==> config.mk <==
export PLATFORM = sky130hd
export DESIGN_NAME = mem_data_interface
export DESIGN_NICKNAME = d
export VERILOG_FILES = /design/src/rtl/mem_data_interface.sv
export SDC_FILE = /design/constraint.sdc
export NUM_CORES = 1
export LEC_CHECK = 0
export ABC_AREA = 1
export ABC_CLOCK_PERIOD_IN_PS = 3800
export CAP_MARGIN = 25
export CORE_MARGIN = 2
export CORE_UTILIZATION = 41
export DETAILED_ROUTE_END_ITERATION = 10
export PLACE_DENSITY = 0.87
export SETUP_SLACK_MARGIN = 0.1
export SLEW_MARGIN = 10
export SYNTH_ARGS = -nofsm -noshare
export SYNTH_HDL_FRONTEND = slang
export SYNTH_SLANG_ARGS = --single-unit
==> constraint.sdc <==
create_clock -name clk -period 3.8 [get_ports clk]
set_clock_uncertainty 0.05 [all_clocks]
set_input_delay 1.14 -clock clk [delete_from_list [all_inputs] [get_ports clk]]
set_output_delay 1.14 -clock clk [all_outputs]
set_load 0.02 [all_outputs]
==> src/rtl/mem_data_interface.sv <==
// mem_data_interface: memory-side stage of the shared 32-bit CPU bus.
// Holds the MAR and MDR. Both registers are loaded from the bus by strobes.
// A small FSM (IDLE -> REQ -> DONE) runs one req/ack transaction against
// the synchronous RAM at a time. The MDR is driven back out as a bus-mux
// source.
//
// Optional feature: define MEM_TIMEOUT_EN to compile in a wait watchdog.
// The watchdog aborts a REQ that gets no mem_ack within TIMEOUT cycles and
// then raises the sticky err flag. Without the macro, REQ waits
// indefinitely and err is tied low.

module mem_data_interface #(
    parameter int ADDR_W  = 9,
    parameter int TIMEOUT = 15
) (
    input  logic              clk,
    input  logic              clr,
    input  logic [31:0]       bus_in,
    input  logic              mar_in,
    input  logic              mdr_in,
    input  logic              read,
    input  logic              write,
    input  logic [31:0]       mem_rdata,
    input  logic              mem_ack,
    output logic              mem_req,
    output logic              mem_we,
    output logic [ADDR_W-1:0] mem_addr,
    output logic [31:0]       mem_wdata,
    output logic [31:0]       mdr_out,
    output logic [ADDR_W-1:0] mar_out,
    output logic              busy,
    output logic              done,
    output logic              err
);

    typedef enum logic [1:0] {
        IDLE = 2'd0,
        REQ  = 2'd1,
        DONE = 2'd2
    } state_t;

    state_t            state;
    logic [ADDR_W-1:0] mar;
    logic [31:0]       mdr;
    logic              timeout_hit;

    // The address and data registers feed the RAM and the bus directly,
    // so a transaction sees exactly what was latched in IDLE.
    assign mem_addr  = mar;
    assign mar_out   = mar;
    assign mem_wdata = mdr;
    assign mdr_out   = mdr;

`ifdef MEM_TIMEOUT_EN
    localparam int CNT_W = ($clog2(TIMEOUT + 1) > 4) ? $clog2(TIMEOUT + 1) : 4;

    logic [CNT_W-1:0] wait_cnt;
    logic             err_q;

    // The abort fires on the last allowed REQ cycle without an ack.
    // An ack in that same cycle still wins and completes normally.
    assign timeout_hit = (state == REQ) && !mem_ack
                         && (wait_cnt == CNT_W'(TIMEOUT - 1));
    assign err = err_q;

    // The wait counter is held at zero outside REQ, so it always starts
    // fresh on entry. The err flag is sticky until clr.
    always_ff @(posedge clk) begin
        if (clr) begin
            wait_cnt <= '0;
            err_q    <= 1'b0;
        end else begin
            if (timeout_hit) begin
                err_q <= 1'b1;
            end
            if ((state == REQ) && !mem_ack) begin
                wait_cnt <= wait_cnt + CNT_W'(1);
            end else begin
                wait_cnt <= '0;
            end
        end
    end
`else
    // Watchdog compiled out: REQ waits for mem_ack forever.
    assign timeout_hit = 1'b0;
    assign err         = 1'b0;

    // TIMEOUT only matters with the watchdog, so nothing is built from it here.
    if (TIMEOUT < 0) begin : g_timeout_unused
    end
`endif

    // Transaction sequencer. The MAR/MDR loads and all handshake outputs
    // are registered in a single block.
    always_ff @(posedge clk) begin
        if (clr) begin
            state   <= IDLE;
            mar     <= '0;
            mdr     <= '0;
            mem_req <= 1'b0;
            mem_we  <= 1'b0;
            busy    <= 1'b0;
            done    <= 1'b0;
        end else begin
            case (state)
                IDLE: begin
                    done <= 1'b0;
                    if (mar_in) begin
                        mar <= bus_in[ADDR_W-1:0];
                    end
                    if (mdr_in) begin
                        mdr <= bus_in;
                    end
                    // Read has priority, so a simultaneous write is dropped.
                    if (read || write) begin
                        state   <= REQ;
                        mem_req <= 1'b1;
                        mem_we  <= !read;
                        busy    <= 1'b1;
                    end
                end

                REQ: begin
                    // Loads and starts are ignored here to keep the address
                    // and data stable.
                    if (mem_ack) begin
                        if (!mem_we) begin
                            mdr <= mem_rdata;
                        end
                        state   <= DONE;
                        mem_req <= 1'b0;
                        mem_we  <= 1'b0;
                        done    <= 1'b1;
                    end else if (timeout_hit) begin
                        state   <= DONE;
                        mem_req <= 1'b0;
                        mem_we  <= 1'b0;
                        done    <= 1'b1;
                    end
                end

                DONE: begin
                    state <= IDLE;
                    done  <= 1'b0;
                    busy  <= 1'b0;
                end

                default: begin
                    state   <= IDLE;
                    mem_req <= 1'b0;
                    mem_we  <= 1'b0;
                    busy    <= 1'b0;
                    done    <= 1'b0;
                end
            endcase
        end
    end

endmodule

==> results.md <==
- First-pass GRT wire length: 12000 microns
- Net Sw Power: around 0.59 mW
- Hold Path Class: reg -> reg
- Clock tree sinks: 47
- Fmax: approximately 380 MHz
- Post-Route Utilization: between 60 and 70%
- CORE AREA: 6240 sq um
- Final hold violations: 0
- Area grow syn2layout: 53.0%
- Worst Path Max Fanout: 27
- Commonest non-fill, non-tap cell in the layout: clkdlybuf4s50_1
- CTS hold repair buffers: 0
- Clk pwr share: 19.5%
- Boundary Pins: 158
- Multiplexer share of the synthesized area: 0%
- Initial Util: 41.9%
- Largest family of logic cells by synthesized area: simple AND/OR/NAND/NOR gates
- N_diodes: 0
- Synth cell types: 16
- Clock transition at the registers of the reported paths: 0.08 ns
- RSZ-0062 raised after global routing: no
- CTS Buffer Depth: 2
- Complex-gate fraction of the synthesized area: 2.30%
- Most frequent cells in the layout: clkdlybuf4s50_1 (156), nand2_1 (141), nor2_1 (87)
- Synth Cell Area: 2620 sq um
- IO Port Bufs: 156
- TritonCTS clock tree: yes
- Root buf cell: clkbuf_8
- Worst EP arrival: 2.78 ns
- Die Wd: 83.9 microns
- Post-Synth Simple-Gate Area: between 40 and 50%
- Row count: 29
- CTS Buf Count: 5
- Total gr overflow: 0
- CP Class: in -> reg
- Layout Nets: around 610
- Setup TNS: 0 ns
- Post-synth net total: ~500
- Clk_lat worst skew: between 0.2 and 0.3 ns
- Comb power frac: 43.8%
- Post-cts resize count: 0
- Xor/xnor share of the synthesized area: 0%
- Area share of fa/ha/maj cells after synthesis: 0%
- Final worst path period share: 69.5%
- Wire per inst: 11.8 microns
- Synth top area share: between 30% and 40%
- Total number of yosys warnings: 0
- Tmin final: 2.64 ns
- Startpoint Class: primary input
- Post-DRT Antenna Nets: 0
- Die area: roughly 7000 sq um
- Outcome: finished clean
- Synth Instances: 428
- Chip Height: 83.9 microns
- GP Congestion: 0.794
- Synth Register Bits: 47
- CTS H-tree lvls: 2
- WP data required: 3.94 ns
- DRC errors left: 0
- Leading post-synthesis cells by cell area: dfxtp_1 (36%), nand2_1 (20%), nor2_1 (12%)
- Pint: 1.06 mW
- Fillers: 580
- Mean post-synth cell area: slightly above 6 sq um
- Antenna violations before repair: 0
- # Max-Cap Violations: 0
- Yosys top cell by area: dfxtp_1
- Post-CTS Setup Inserts: 0
- Layout cell share with drive strength beyond 1: between 2 and 3%
- Vias in the first global route: 2672
- Flop pwr share: ~37%
- Largest net degree at the start of global routing: 36
- Vias: approximately 2800
- Starting DRT DRC Count: 97
- LEAKAGE: roughly 1.9 nW
- Setup violations, final: 0
- HPWL Detailed: 5510 microns
- Cell Pwr Density: 413 nW/um^2
- Slew Limit Fails: 0
- Via density: between 4 and 5
- DRT Wirelength: roughly 7200 microns
- CP Capture Type: register
- First-pass DRT Iterations: 4
- Max VDD drop: 0.231 mV
- Worst-Margin Slew: 0.811 ns
- GRT Resource Usage Total: 20.6%
- Sequential-to-total area share from yosys stat: roughly 36%
- Net Sw Frac: a little over a third
- Max_slew headroom: 45.8%
final cells by class:
cell class / count / area (sq um) / share of cell area [%]
Clock buffer: 8 / 100 / 2.50
Sequential cell: 47 / 941 / 23.5
Tap cell: 77 / 96.3 / 2.41
Multi-Input combinational cell: 280 / 1120 / 28.0
Inverter: 40 / 150 / 3.75
Timing Repair Buffer: 160 / 1590 / 39.8
cells by family (layout without fill, tap and decap cells):
| kind of cell | Yosys count | in the layout |
|---|---|---|
| other cells | 1 | 1 |
| buf+inv | 101 | 208 |
| compound gates | 12 | 12 |
| flops | 47 | 47 |
| simple gates | 267 | 267 |
power by group through the flow:
stage | Sequential, mW | Clock [mW] | Combinational, mW
floorplan | 0.683 | 0 | 0.383
global placement | 0.614 | 0 | 0.715
detailed placement | 0.618 | 0 | 0.728
CTS | 0.607 | 0.331 | 0.731
global route | 0.617 | 0.355 | 0.787
finish | 0.606 | 0.322 | 0.722
registers in the layout, indices dropped and copies added (netlist names):
| register | cells |
|---|---|
| state | 2 |
| mem_we | 1 |
| done | 1 |
| mdr_out | 32 |
| mem_req | 1 |
| busy | 1 |
| mar_out | 9 |
through the flow:
stage | instance area [sq um] | power [mW] | setup slack (ns) | hold WS, ns | cells
floorplan | 2620 | 1.07 | 1.83 | 0.492 | 428
global placement | 3900 | 1.33 | 0.829 | 0.412 | 604
detailed placement | 3900 | 1.35 | 0.792 | 0.414 | 604
CTS | 4000 | 1.67 | 1.12 | 0.428 | 612
global route | 4000 | 1.76 | 0.961 | 0.456 | 612
finish | 4000 | 1.65 | 1.16 | 0.424 | 612
path summary, 6_finish.rpt:
check | start | depth (start not counted) | endpoint | slack, ns
setup / recovery | clr | 5 | mar_out[2] | 1.16
hold / removal | busy | 2 | busy | 0.42
setup reg to reg | state[0] | 7 | mdr_out[8] | 1.51
hold reg to reg | busy | 2 | busy | 0.42
cells in the mapped netlist:
master	count
inv_2	1
buf_4	42
dfxtp_1	47
conb_1	1
a21oi_1	1
nor2_4	1
inv_1	37
clkinv_1	2
nand3_1	37
buf_2	12
nand2_1	141
buf_1	4
clkbuf_1	3
nand2_2	1
nor2_1	87
o21ai_0	11
worst max-delay path, cell delays in order:
cell,delay [ns]
clkdlybuf4s50_1,0.49
clkinv_1,0.54
buf_4,0.44
o21ai_0,0.09
nor2_1,0.06
per-layer routing:
metal | wire, microns | GRT usage [%]
met4 | 69 | 5.13
met3 | 650 | 7.32
met2 | 3740 | 37.5
met5 | 0 | 0
met1 | 2770 | 22.8
Power figures use the tool's default switching activity.
